$ cat src/rtl/fp_mul_operand_sequencer.sv
// Operand sequencer for a fixed-latency FP32 multiplier: buffers operand pairs, launches one
// multiply at a time, captures result/overflow into a valid/ready output and counts overflows.
module fp_mul_operand_sequencer #(
    parameter int unsigned DEPTH       = 4,
    parameter int unsigned MUL_LATENCY = 6,
    parameter int unsigned CNT_W       = 8
) (
    input  logic             clk,
    input  logic             reset,
    input  logic             in_valid,
    output logic             in_ready,
    input  logic [31:0]      in_a,
    input  logic [31:0]      in_b,
    output logic             mul_start,
    output logic [31:0]      mul_a,
    output logic [31:0]      mul_b,
    input  logic [31:0]      mul_result,
    input  logic             mul_overflow,
    output logic             out_valid,
    input  logic             out_ready,
    output logic [31:0]      out_result,
    output logic             out_overflow,
    output logic [CNT_W-1:0] ovf_count,
    output logic             busy
);

    localparam int unsigned PTR_W  = (DEPTH > 1) ? $clog2(DEPTH) : 1;
    localparam int unsigned FILL_W = $clog2(DEPTH + 1);
    localparam int unsigned LAT_W  = $clog2(MUL_LATENCY + 1);

    typedef enum logic [1:0] {StIdle, StLaunch, StWait, StHold} state_e;

    state_e            state;
    logic [31:0]       mem_a [DEPTH];
    logic [31:0]       mem_b [DEPTH];
    logic [PTR_W-1:0]  wr_ptr;
    logic [PTR_W-1:0]  rd_ptr;
    logic [FILL_W-1:0] fill;
    logic [FILL_W-1:0] fill_after_push;
    logic [LAT_W-1:0]  wait_cnt;
    logic              push;
    logic              pop;
    logic [31:0]       head_a;
    logic [31:0]       head_b;

    assign in_ready        = reset && (fill != FILL_W'(DEPTH));
    assign push            = in_valid && in_ready;
    assign pop             = (state == StWait) && (wait_cnt == '0);
    assign fill_after_push = fill + FILL_W'(push);
    assign busy            = (state != StIdle) || (fill != '0);

    // An empty FIFO being written on this edge presents the incoming pair as its head.
    assign head_a = (fill == '0) ? in_a : mem_a[rd_ptr];
    assign head_b = (fill == '0) ? in_b : mem_b[rd_ptr];

    always_ff @(posedge clk) begin
        if (push) begin
            mem_a[wr_ptr] <= in_a;
            mem_b[wr_ptr] <= in_b;
        end
    end

    always_ff @(posedge clk or negedge reset) begin
        if (!reset) begin
            wr_ptr <= '0;
            rd_ptr <= '0;
            fill   <= '0;
        end else begin
            if (push) begin
                wr_ptr <= wr_ptr + PTR_W'(1);
            end
            if (pop) begin
                rd_ptr <= rd_ptr + PTR_W'(1);
            end
            fill <= fill + FILL_W'(push) - FILL_W'(pop);
        end
    end

    always_ff @(posedge clk or negedge reset) begin
        if (!reset) begin
            state        <= StIdle;
            wait_cnt     <= '0;
            mul_start    <= 1'b0;
            mul_a        <= '0;
            mul_b        <= '0;
            out_valid    <= 1'b0;
            out_result   <= '0;
            out_overflow <= 1'b0;
            ovf_count    <= '0;
        end else begin
            mul_start <= 1'b0;
            unique case (state)
                StIdle: begin
                    if (fill != '0) begin
                        mul_a     <= head_a;
                        mul_b     <= head_b;
                        mul_start <= 1'b1;
                        state     <= StLaunch;
                    end
                end
                StLaunch: begin
                    wait_cnt <= LAT_W'(MUL_LATENCY - 1);
                    state    <= StWait;
                end
                StWait: begin
                    if (wait_cnt != '0) begin
                        wait_cnt <= wait_cnt - LAT_W'(1);
                    end else begin
                        out_result   <= mul_result;
                        out_overflow <= mul_overflow;
                        out_valid    <= 1'b1;
                        if (mul_overflow && (ovf_count != '1)) begin
                            ovf_count <= ovf_count + CNT_W'(1);
                        end
                        state <= StHold;
                    end
                end
                StHold: begin
                    if (out_ready) begin
                        out_valid <= 1'b0;
                        if (fill_after_push != '0) begin
                            mul_a     <= head_a;
                            mul_b     <= head_b;
                            mul_start <= 1'b1;
                            state     <= StLaunch;
                        end else begin
                            state <= StIdle;
                        end
                    end
                end
                default: state <= StIdle;
            endcase
        end
    end

endmodule

$ cat config.mk
export PLATFORM = sky130hd
export DESIGN_NAME = fp_mul_operand_sequencer
export DESIGN_NICKNAME = d
export VERILOG_FILES = /design/src/rtl/fp_mul_operand_sequencer.sv
export SDC_FILE = /design/constraint.sdc
export NUM_CORES = 1
export LEC_CHECK = 0
export CORE_MARGIN = 2
export CORE_UTILIZATION = 56
export DETAILED_ROUTE_END_ITERATION = 12
export DONT_BUFFER_PORTS = 1
export PLACE_DENSITY_LB_ADDON = 0.3
export SLEW_MARGIN = 20
export SYNTH_ARGS = -nofsm -noshare
export SYNTH_HDL_FRONTEND = slang
export SYNTH_SLANG_ARGS = --single-unit
export TNS_END_PERCENT = 100
$ cat constraint.sdc
create_clock -name clk -period 7.46 [get_ports clk]
set_input_delay 1.492 -clock clk [delete_from_list [all_inputs] [get_ports clk]]
set_output_delay 1.492 -clock clk [all_outputs]
set_load 0.03 [all_outputs]
==> results of run 1 <==
-- worst max-delay path, cell delays in order (launching register included) --
cell and delay (ns):
dfrtp_1 0.39, inv_1 0.13, ha_1 0.21, nor4b_1 0.78
inv_1 0.38
-- worst max-delay path by stage --
| stage | to | startpoint |
|---|---|---|
| global route | busy | state[0] |
| floorplan | mem_a[0][0] | reset |
| global placement | mul_b[20] | reset |
| CTS | busy | state[0] |
| detailed placement | mul_b[22] | reset |
| finish | busy | state[0] |
-- layout make-up --
cell class	instances	share of cell area, %
tap	330	2.57
inverter	14	0.327
multi-input combinational	507	22.6
clock buffer	47	6.64
timing repair buffer	9	0.420
clock inverter	23	1.12
sequential	375	66.4
-- synthesized netlist by cell type, drive strengths merged --
cell       n
nor3b      1
mux4      64
a221oi     1
a31oi     65
nor3       2
and3       5
nand3b     2
ha        15
nand2b     1
edfxtp   256
nor2      73
a21boi     2
o21ai      6
nor4b      1
nand4b     1
a2bb2oi    1
mux2i      2
dfrtp    119
nand3      3
and2       2
inv       13
xnor2      7
mux2       3
clkbuf    23
a21oi      4
or3        1
a22oi      1
and4b      1
nand2    237
xor2       2
clkinv     1
nand4      3
a311oi     1
buf       26
-- sequential cells by signal (all words and copies together), names as in the netlist, 3 cells and up --
register / cells
mul_a: 32
mem_b: 128
mul_b: 32
mem_a: 128
fill: 3
ovf_count: 8
out_result: 32
wait_cnt: 3
-- per-layer routing --
metal | vias up | global-route usage (%)
met1 | 3837 | 27.7
met4 | 0 | 5.97
met5 | - | 0
met2 | 277 | 33.8
met3 | 48 | 6.29
li1 | 3457 | -
-- cells by family after synthesis --
kind of cell	share of synthesized area, %
AOI/OAI and AO/OA	3.52
DFF	73.3
muxes	10.3
adders and majority gates	1.29
and+or+nand+nor	9.06
buffers and inverters	2.00
xor gates and xnor gates	0.542
-- report_power, final --
group	internal, mW	switching, mW	leakage [nW]
clock	1.12	0.750	0.609
combinational	0.646	0.812	1.55
sequential	2.70	0.933	3.69
total	4.47	2.50	5.85
-- placed cells by master, fill, tap and decap left out, types with 3 or more instances in the layout --
master,n
inv_1,13
nand3_1,3
clkbuf_16,41
a31oi_1,65
mux2_2,3
clkbuf_1,4
clkinv_1,13
nand4_1,3
nand2_1,237
o21ai_0,6
edfxtp_1,256
dfrtp_1,117
bufinv_16,3
a21oi_1,4
buf_4,9
nor2_1,73
xnor2_1,7
mux4_2,64
and3_4,4
ha_1,15
clkinv_2,6
-- stage by stage --
step	setup WS, ns	std cells	utilization, %
finish	3.56	1305	63.5
global route	3.39	1305	63.5
CTS	3.48	1305	63.5
detailed placement	3.32	1235	58.6
global placement	3.42	1235	58.6
floorplan	2.94	945	-
==> results by group, run 1 <==
Power and ir drop
  – Pleak: 5.85 nW
  – PD cells: 433 nW/um^2
  – Worst vdd ir: 319 uV
  – Power, Total: 6.96 mW

Routing
  – First-pass detailed-route iteration total: 5
  – Vias: 7619
  – Initial drt markers: 545
  – DR WL met2: 13.8 mm
  – Drt total wl: 28.3 mm
  – DR top layer: met4
  – DR WL met3: 2.67 mm
  – Routed len/inst: 21.7 um
  – Number of remaining DRC errors: 0
  – Final ANT Viol Nets: 0
  – Vias per Instance: 5.84
  – WL met1: 11.3 mm

CTS
  – Num CTS Buffers: 38
  – Clk buf depth: 3
  – Post-CTS Hold Buffers: 0
  – Clock root cell: clkbuf_16
  – CTS sink cnt: 375
  – Clk slew on worst S/H paths: 0.06 ns
  – CTS H-Tree Depth: 2
  – CTS tree: built
  – Resize count post-CTS: 0
  – Setup Fix Bufs, Post-CTS: 0
  – Clk Latency, worst-skew pair: 0.52 ns

Place
  – Placed Area: 14800 um^2
  – GP Congestion: 0.761
  – Number of port buffers: 0
  – Hpwl dp: 15.3 mm

Worst setup path
  – R2R setup slack: 4.29 ns
  – Crit start category: flip-flop
  – Kind of critical path: flip-flop to primary output
  – R2R depth: 11
  – Critical Path RT: 5.97 ns
  – Worst Setup End Kind: primary output
  – CP Data Arrival Time: 2.41 ns
  – Worst Path Max Fanout: 4
  – Reg-to-reg startpoint: fill[0]
  – R2r endpoint: mul_b[14]

Worst hold path
  – HP Class: flip-flop to flip-flop
  – Worst Hold End: wait_cnt[1]
  – WHS Path Cells: 2
  – Hold path start: wait_cnt[1]

GRT
  – Largest net degree at the start of global routing: 121
  – Total global routing overflow: 0
  – Vias in the first global route: 7617
  – Initial antenna violation count: 0
  – Gr usage total: 20.9%
  – First-pass GRT wire length: 43.1 mm

Floorplan
  – Chip width: 165 um
  – Initial Utilization: 57.4%
  – Core area: 25300 um^2
  – IO Count: 210
  – Die area: 27300 um^2
  – Rows: 58
  – DIE HEIGHT: 165 um

Synthesis
  – Synth Warn #: 0
  – Synth Area per Inst: 15.4 um^2
  – Seq cells post-synth: 375
  – Gate Count Post-Synth: 945
  – Largest area contributor in the netlist: edfxtp_1
  – Synth Cell Area: 14500 um^2
  – Post-Syn Nets: 1061
  – Synth top area share: 52.8%
  – Synth top area cells: edfxtp_1, dfrtp_1, mux4_2
  – Seq/Total Area, Yosys: 73.3%
  – Yosys cell types: 38

Timing
  – Worst hold-check slack: 0.486 ns
  – Minimum clock period: 3.90 ns
  – Slew Viols, Final: 0
  – Hold Fails Final Rpt: 0
  – Setup Skew: 0.0137 ns
  – Setup TNS: 0 ns
  – Period utilization: 52.3%
  – Fmax: 256 MHz
  – Worst relative slew slack: 28.3%
  – Worst-margin pin slew: 1.08 ns
  – RSZ-0062 raised after global routing: no
  – Endpoints failing setup: 0

Final layout
  – Area Overhead vs Synth: 10.6%
  – FF+latch area: 10700 um^2
  – Final layout net count: 1061
  – Inserted Diodes: 0
  – Footprint of the multi-input gates: 3630 um^2
  – Fraction of layout cells with a size suffix above 1: 14.3%
  – Final instance area: 16100 um^2
  – Fillers: 1787

Flow run
  – Max_cap viols: 0

Outcome
  – Status: finished, final reports clean
Note: power is estimated with default switching activity, not from simulation.
==> inputs of run 2 (changes only) <==
- clock period: 7.46 -> 3.5 ns (I/O delays scaled with it)
==> run 2 against run 1 <==
Compared with the run above: clock skew is 0.0031 ns higher; critical path depth increased by 6; clock-buffer cell count increased by 10; die area unchanged; via count grew 1.9%; sequential share of layout area shrank 0.53 points; worst hold slack got worse by 0.36 ns; sequential cell count is the same; register-to-register slack lost 3.6 ns; setup slack worse by 2.9 ns; power grew 110%; non-clock buffer count grew 9; critical path type is now flip-flop to flip-flop; highest routed layer unchanged.
==> results by group, run 2 (synthesis gave the netlist of run 1 again) <==
Outcome
  – Status: finished, final reports clean

Worst setup path
  – CP bufs+invs: 1
  – CP Data Arrival Time: 3.23 ns
  – CP delay by family, top: compound AO/OA/AOI/OAI gates
  – Slowest stage cell, crit path: buf_4
  – Worst Path Max Fanout: 56
  – WP depth: 10
  – Critical Path RT: 3.92 ns
  – Crit start category: flip-flop
  – Kind of critical path: flip-flop to flip-flop
  – CP max stage delay: 0.53 ns
  – Crit path cell chain: nor2_1 > a21boi_0 > and2_0 > ha_1 > ha_1 > xnor2_1 > a311oi_4 > buf_4 > nor2_1 > a31oi_1
  – Worst Setup End Kind: flip-flop
  – R2R depth: 10

Timing
  – Slew Viols, Final: 0
  – Hold Fails Final Rpt: 0
  – Worst relative slew slack: 28.8%
  – Period utilization: 80.2%
  – Worst hold-check slack: 0.123 ns
  – Endpoints failing setup: 0
  – Worst-margin pin slew: 1.07 ns
  – Setup TNS: 0 ns
  – Fmax: 356 MHz
  – RSZ-0062 raised after global routing: no
  – Minimum clock period: 2.81 ns
  – Setup Skew: 0.0168 ns

Floorplan
  – Initial Utilization: 57.4%
  – IO Count: 210
  – DIE HEIGHT: 165 um
  – Core area: 25300 um^2
  – Die area: 27300 um^2
  – Rows: 58
  – Chip width: 165 um

CTS
  – Resize count post-CTS: 0
  – Clk Latency, worst-skew pair: 0.52 ns
  – Clk buf depth: 3
  – Num CTS Buffers: 38
  – CTS H-Tree Depth: 2
  – Setup Fix Bufs, Post-CTS: 0
  – CTS tree: built
  – Clock root cell: clkbuf_16
  – CTS sink cnt: 375
  – Clk slew on worst S/H paths: 0.06 ns

Place
  – Hpwl dp: 16.8 mm
  – Number of port buffers: 0
  – GP Congestion: 0.768

Final layout
  – Largest registers: mem_a: 128 flops, mem_b: 128 flops
  – Area Overhead vs Synth: 11.4%
  – Commonest non-fill, non-tap cell in the layout: edfxtp_1
  – Final core occ: 64.0%
  – Final layout net count: 1070
  – Fraction of layout cells with a size suffix above 1: 15.0%
  – Most frequent cells in the layout: edfxtp_1, nand2_1, dfrtp_1

Routing
  – Vias per Instance: 5.91
  – DR top layer: met4
  – Drt total wl: 28.9 mm
  – DR WL met2: 14.2 mm
  – First-pass detailed-route iteration total: 5
  – Number of remaining DRC errors: 0
  – DR WL met3: 2.70 mm
  – WL met1: 11.4 mm
  – Vias: 7764
  – Final ANT Viol Nets: 0
  – Initial drt markers: 592
  – Routed len/inst: 22.0 um

Worst hold path
  – HP Class: input port to asynchronous set/reset pin

GRT
  – Initial antenna violation count: 0
  – Vias in the first global route: 7829
  – Total global routing overflow: 0
  – Largest net degree at the start of global routing: 120
  – Gr usage total: 21.3%
  – First-pass GRT wire length: 43.8 mm

Power and ir drop
  – PD cells: 918 nW/um^2
  – Pleak: 5.92 nW
  – Sw Pwr: 5.36 mW
  – Worst vdd ir: 557 uV
  – Clock power frac: 26.2%
  – Sequential share of power: 51.9%
  – Comb power frac: 21.9%
  – Sw Share: 36.0%
  – Int Pwr: 9.53 mW

Flow run
  – Max_cap viols: 0
[run 2: worst paths after layout]
| check | startpoint | endpoint | slack, ns |
|---|---|---|---|
| worst max-delay path | fill[0] | mul_a[22] | 0.69 |
| worst max register to register | fill[0] | mul_a[22] | 0.69 |
| worst min register to register | wait_cnt[0] | wait_cnt[0] | 0.48 |
| worst min-delay path | reset | mul_b[23] | 0.12 |
| min in group clk | in_a[8] | mem_a[1][8] | 0.28 |
| max in group asynchronous | reset | rd_ptr[1] | 2.79 |
[run 2: final cells by class]
cell class	count	area [um^2]
Multi-Input combinational cell	507	3630
Inverter	14	52.6
Sequential cell	375	10700
Antenna cell	1	2.50
Clock buffer	57	1100
Timing Repair Buffer	18	230
Clock inverter	12	109
Tap cell	330	413
Fill cell	1755	9110
[run 2: power groups by stage]
| stage | clock network [mW] | registers [mW] | logic (mW) |
|---|---|---|---|
| 2_1_floorplan | 0 | 7.38 | 2.77 |
| 3_5_place_dp | 0 | 7.84 | 3.28 |
| 3_3_place_gp | 0 | 7.81 | 3.16 |
| 4_1_cts | 3.98 | 7.76 | 3.32 |
| 5_1_grt | 4.17 | 7.87 | 3.65 |
| 6_report | 3.91 | 7.73 | 3.25 |
[run 2: metrics by stage]
stage                     setup slack (ns)  power (mW)  cell area, um^2  cells
after CTS                            0.696        15.0            16200   1313
final                                0.691        14.9            16200   1314
after detailed placement             0.490        11.1            15000   1243
after floorplan                      0.310        10.2            14600    945
after global placement               0.618        11.0            15000   1243
after global routing                 0.405        15.7            16200   1313
[run 2: what timing repair did]
item,4_1_cts,5_1_grt
setup endpoints to repair,0,0
hold buffers,1,0
hold endpoints to repair,119,0
[run 2: worst reg2reg max path: cells and delay by family, from the launching register on]
| kind | cells | cell delay (ns) |
|---|---|---|
| XOR/XNOR | 1 | 0.21 |
| flip-flops | 1 | 0.45 |
| buffers and inverters | 1 | 0.53 |
| adder cells (fa/ha/maj) | 2 | 0.40 |
| AO/OA/AOI/OAI | 3 | 0.67 |
| AND/OR/NAND/NOR | 3 | 0.47 |
[run 2: routing by layer]
metal	up-vias	track usage (%)
met4	0	6.36
li1	3491	-
met2	272	35.0
met5	-	0
met1	3954	28.0
met3	47	6.27
==> inputs of run 3 (changes only) <==
- clock period: 3.5 -> 2.9 ns (I/O delays scaled with it)
==> run 3 against run 2 <==
Compared with the run above: the run now ends with hold timing left; non-clock buffer count rose by 4; sequential power rose by 19%; critical path depth did not move; setup slack got worse by 0.37 ns; power grew 22%; register-to-register slack lost 0.37 ns; clock power rose by 25%; global-route usage grew 0.25 points; combinational power is 25% higher; critical path type unchanged; largest power group unchanged.
==> results by group, run 3 (synthesis gave the netlist of run 1 again) <==
Worst setup path
  – CP Data Arrival Time: 2.99 ns
  – R2R depth: 10
  – Critical Path RT: 3.31 ns
  – Worst Path Max Fanout: 68
  – Crit start category: flip-flop
  – CP max stage delay: 0.45 ns
  – Crit path cell chain: nor2_1 > a21boi_1 > and2_0 > ha_1 > ha_1 > xnor2_1 > a311oi_4 > buf_12 > nor2_1 > a31oi_1
  – Worst Setup End Kind: flip-flop
  – CP bufs+invs: 1
  – WP depth: 10
  – Kind of critical path: flip-flop to flip-flop
  – Slowest stage cell, crit path: dfrtp_1
  – CP delay by family, top: compound AO/OA/AOI/OAI gates

Final layout
  – Footprint of the multi-input gates: 3630 um^2
  – Non-Filler Instances: 1318
  – Final layout net count: 1074
  – Most frequent cells in the layout: edfxtp_1, nand2_1, dfrtp_1
  – Area Overhead vs Synth: 12.1%
  – Inserted Diodes: 0
  – Fillers: 1741
  – FF+latch area: 10700 um^2
  – Commonest non-fill, non-tap cell in the layout: edfxtp_1
  – Largest registers: mem_a: 128 flops, mem_b: 128 flops
  – Fraction of layout cells with a size suffix above 1: 15.2%

Routing
  – Initial drt markers: 464
  – Final ANT Viol Nets: 0
  – Drt total wl: 29.0 mm
  – Routed len/inst: 22.0 um
  – Vias per Instance: 5.89
  – First-pass detailed-route iteration total: 5
  – Number of remaining DRC errors: 0
  – Vias: 7767

CTS
  – CTS tree: built
  – Setup Fix Bufs, Post-CTS: 0
  – Clk slew on worst S/H paths: 0.06 ns
  – Resize count post-CTS: 0
  – Clk Latency, worst-skew pair: 0.51 ns
  – Clk buf depth: 3
  – Num CTS Buffers: 38
  – CTS H-Tree Depth: 2
  – Clock root cell: clkbuf_16
  – CTS sink cnt: 375

Timing
  – Minimum clock period: 2.58 ns
  – Worst relative slew slack: 46.6%
  – Setup TNS: 0 ns
  – Hold Fails Final Rpt: 119
  – Worst hold-check slack: -0.233 ns
  – Endpoints failing setup: 0
  – RSZ-0062 raised after global routing: no
  – Setup slack after layout: 0.321 ns
  – Fmax: 388 MHz
  – Period utilization: 88.9%
  – Setup Skew: 0.0103 ns
  – Worst-margin pin slew: 0.802 ns
  – Slew Viols, Final: 0

Place
  – GP Congestion: 0.754
  – Hpwl dp: 17.2 mm
  – Number of port buffers: 0
  – Total placed cells including tap cells: 1248
  – Pre-CTS setup slack: 0.225 ns

GRT
  – Largest net degree at the start of global routing: 121
  – Gr usage total: 21.6%
  – Total global routing overflow: 0
  – Vias in the first global route: 8068
  – First-pass GRT wire length: 44.5 mm
  – Initial antenna violation count: 0

Worst hold path
  – HP Class: input port to asynchronous set/reset pin

Floorplan
  – Initial Utilization: 57.4%
  – DIE HEIGHT: 165 um
  – Chip width: 165 um
  – Die area: 27300 um^2
  – Rows: 58
  – Core area: 25300 um^2
  – IO Count: 210

Outcome
  – Status: complete, but fails checks
  – Failing checks: hold timing

Flow run
  – Max_cap viols: 0

Power and ir drop
  – Pleak: 5.96 nW
  – PD cells: 1110 nW/um^2
  – Worst vdd ir: 755 uV
  – Power, Total: 18.2 mW
-- run 3: routing by layer --
| layer | global-route usage (%) | part of all wire [%] | vias to the layer above |
|---|---|---|---|
| met1 | 26.6 | 38 | 3951 |
| met4 | 6.05 | 1.8 | 0 |
| met5 | 0 | 0 | - |
| met3 | 7.12 | 9.4 | 50 |
| met2 | 36.8 | 51 | 274 |
| li1 | - | - | 3492 |
-- run 3: area by class of cell --
type / instances / area share [%]
Clock inverter: 16 / 1.10
Sequential cell: 375 / 65.4
Tap cell: 330 / 2.53
Inverter: 14 / 0.322
Timing Repair Buffer: 22 / 1.70
Clock buffer: 54 / 6.65
Multi-Input combinational cell: 507 / 22.3
-- run 3: per-stage QoR --
stage	hold WS, ns	area, um^2	util [%]
detailed placement	0.288	15000	59.4
floorplan	0.284	14600	-
finish	-0.233	16300	64.4
global placement	0.288	15000	59.4
CTS	-0.257	16300	64.4
global route	-0.257	16300	64.4
-- run 3: report_power, final --
part | internal (mW) | total [mW] | switching [mW] | leakage [nW]
logic | 1.81 | 4.07 | 2.26 | 1.65
registers | 6.95 | 9.22 | 2.28 | 3.69
clock network | 2.97 | 4.87 | 1.90 | 0.612
-- run 3: final timing paths --
path / slack [ns] / end / from
setup / recovery: 0.32 / mul_b[1] / fill[0]
hold / removal: -0.23 / mul_b[11] / reset
setup reg to reg: 0.32 / mul_b[1] / fill[0]
hold reg to reg: 0.48 / wait_cnt[0] / wait_cnt[0]
max in group asynchronous: 2.95 / rd_ptr[0] / reset
min in group clk: 0.16 / mem_a[2][15] / in_a[15]
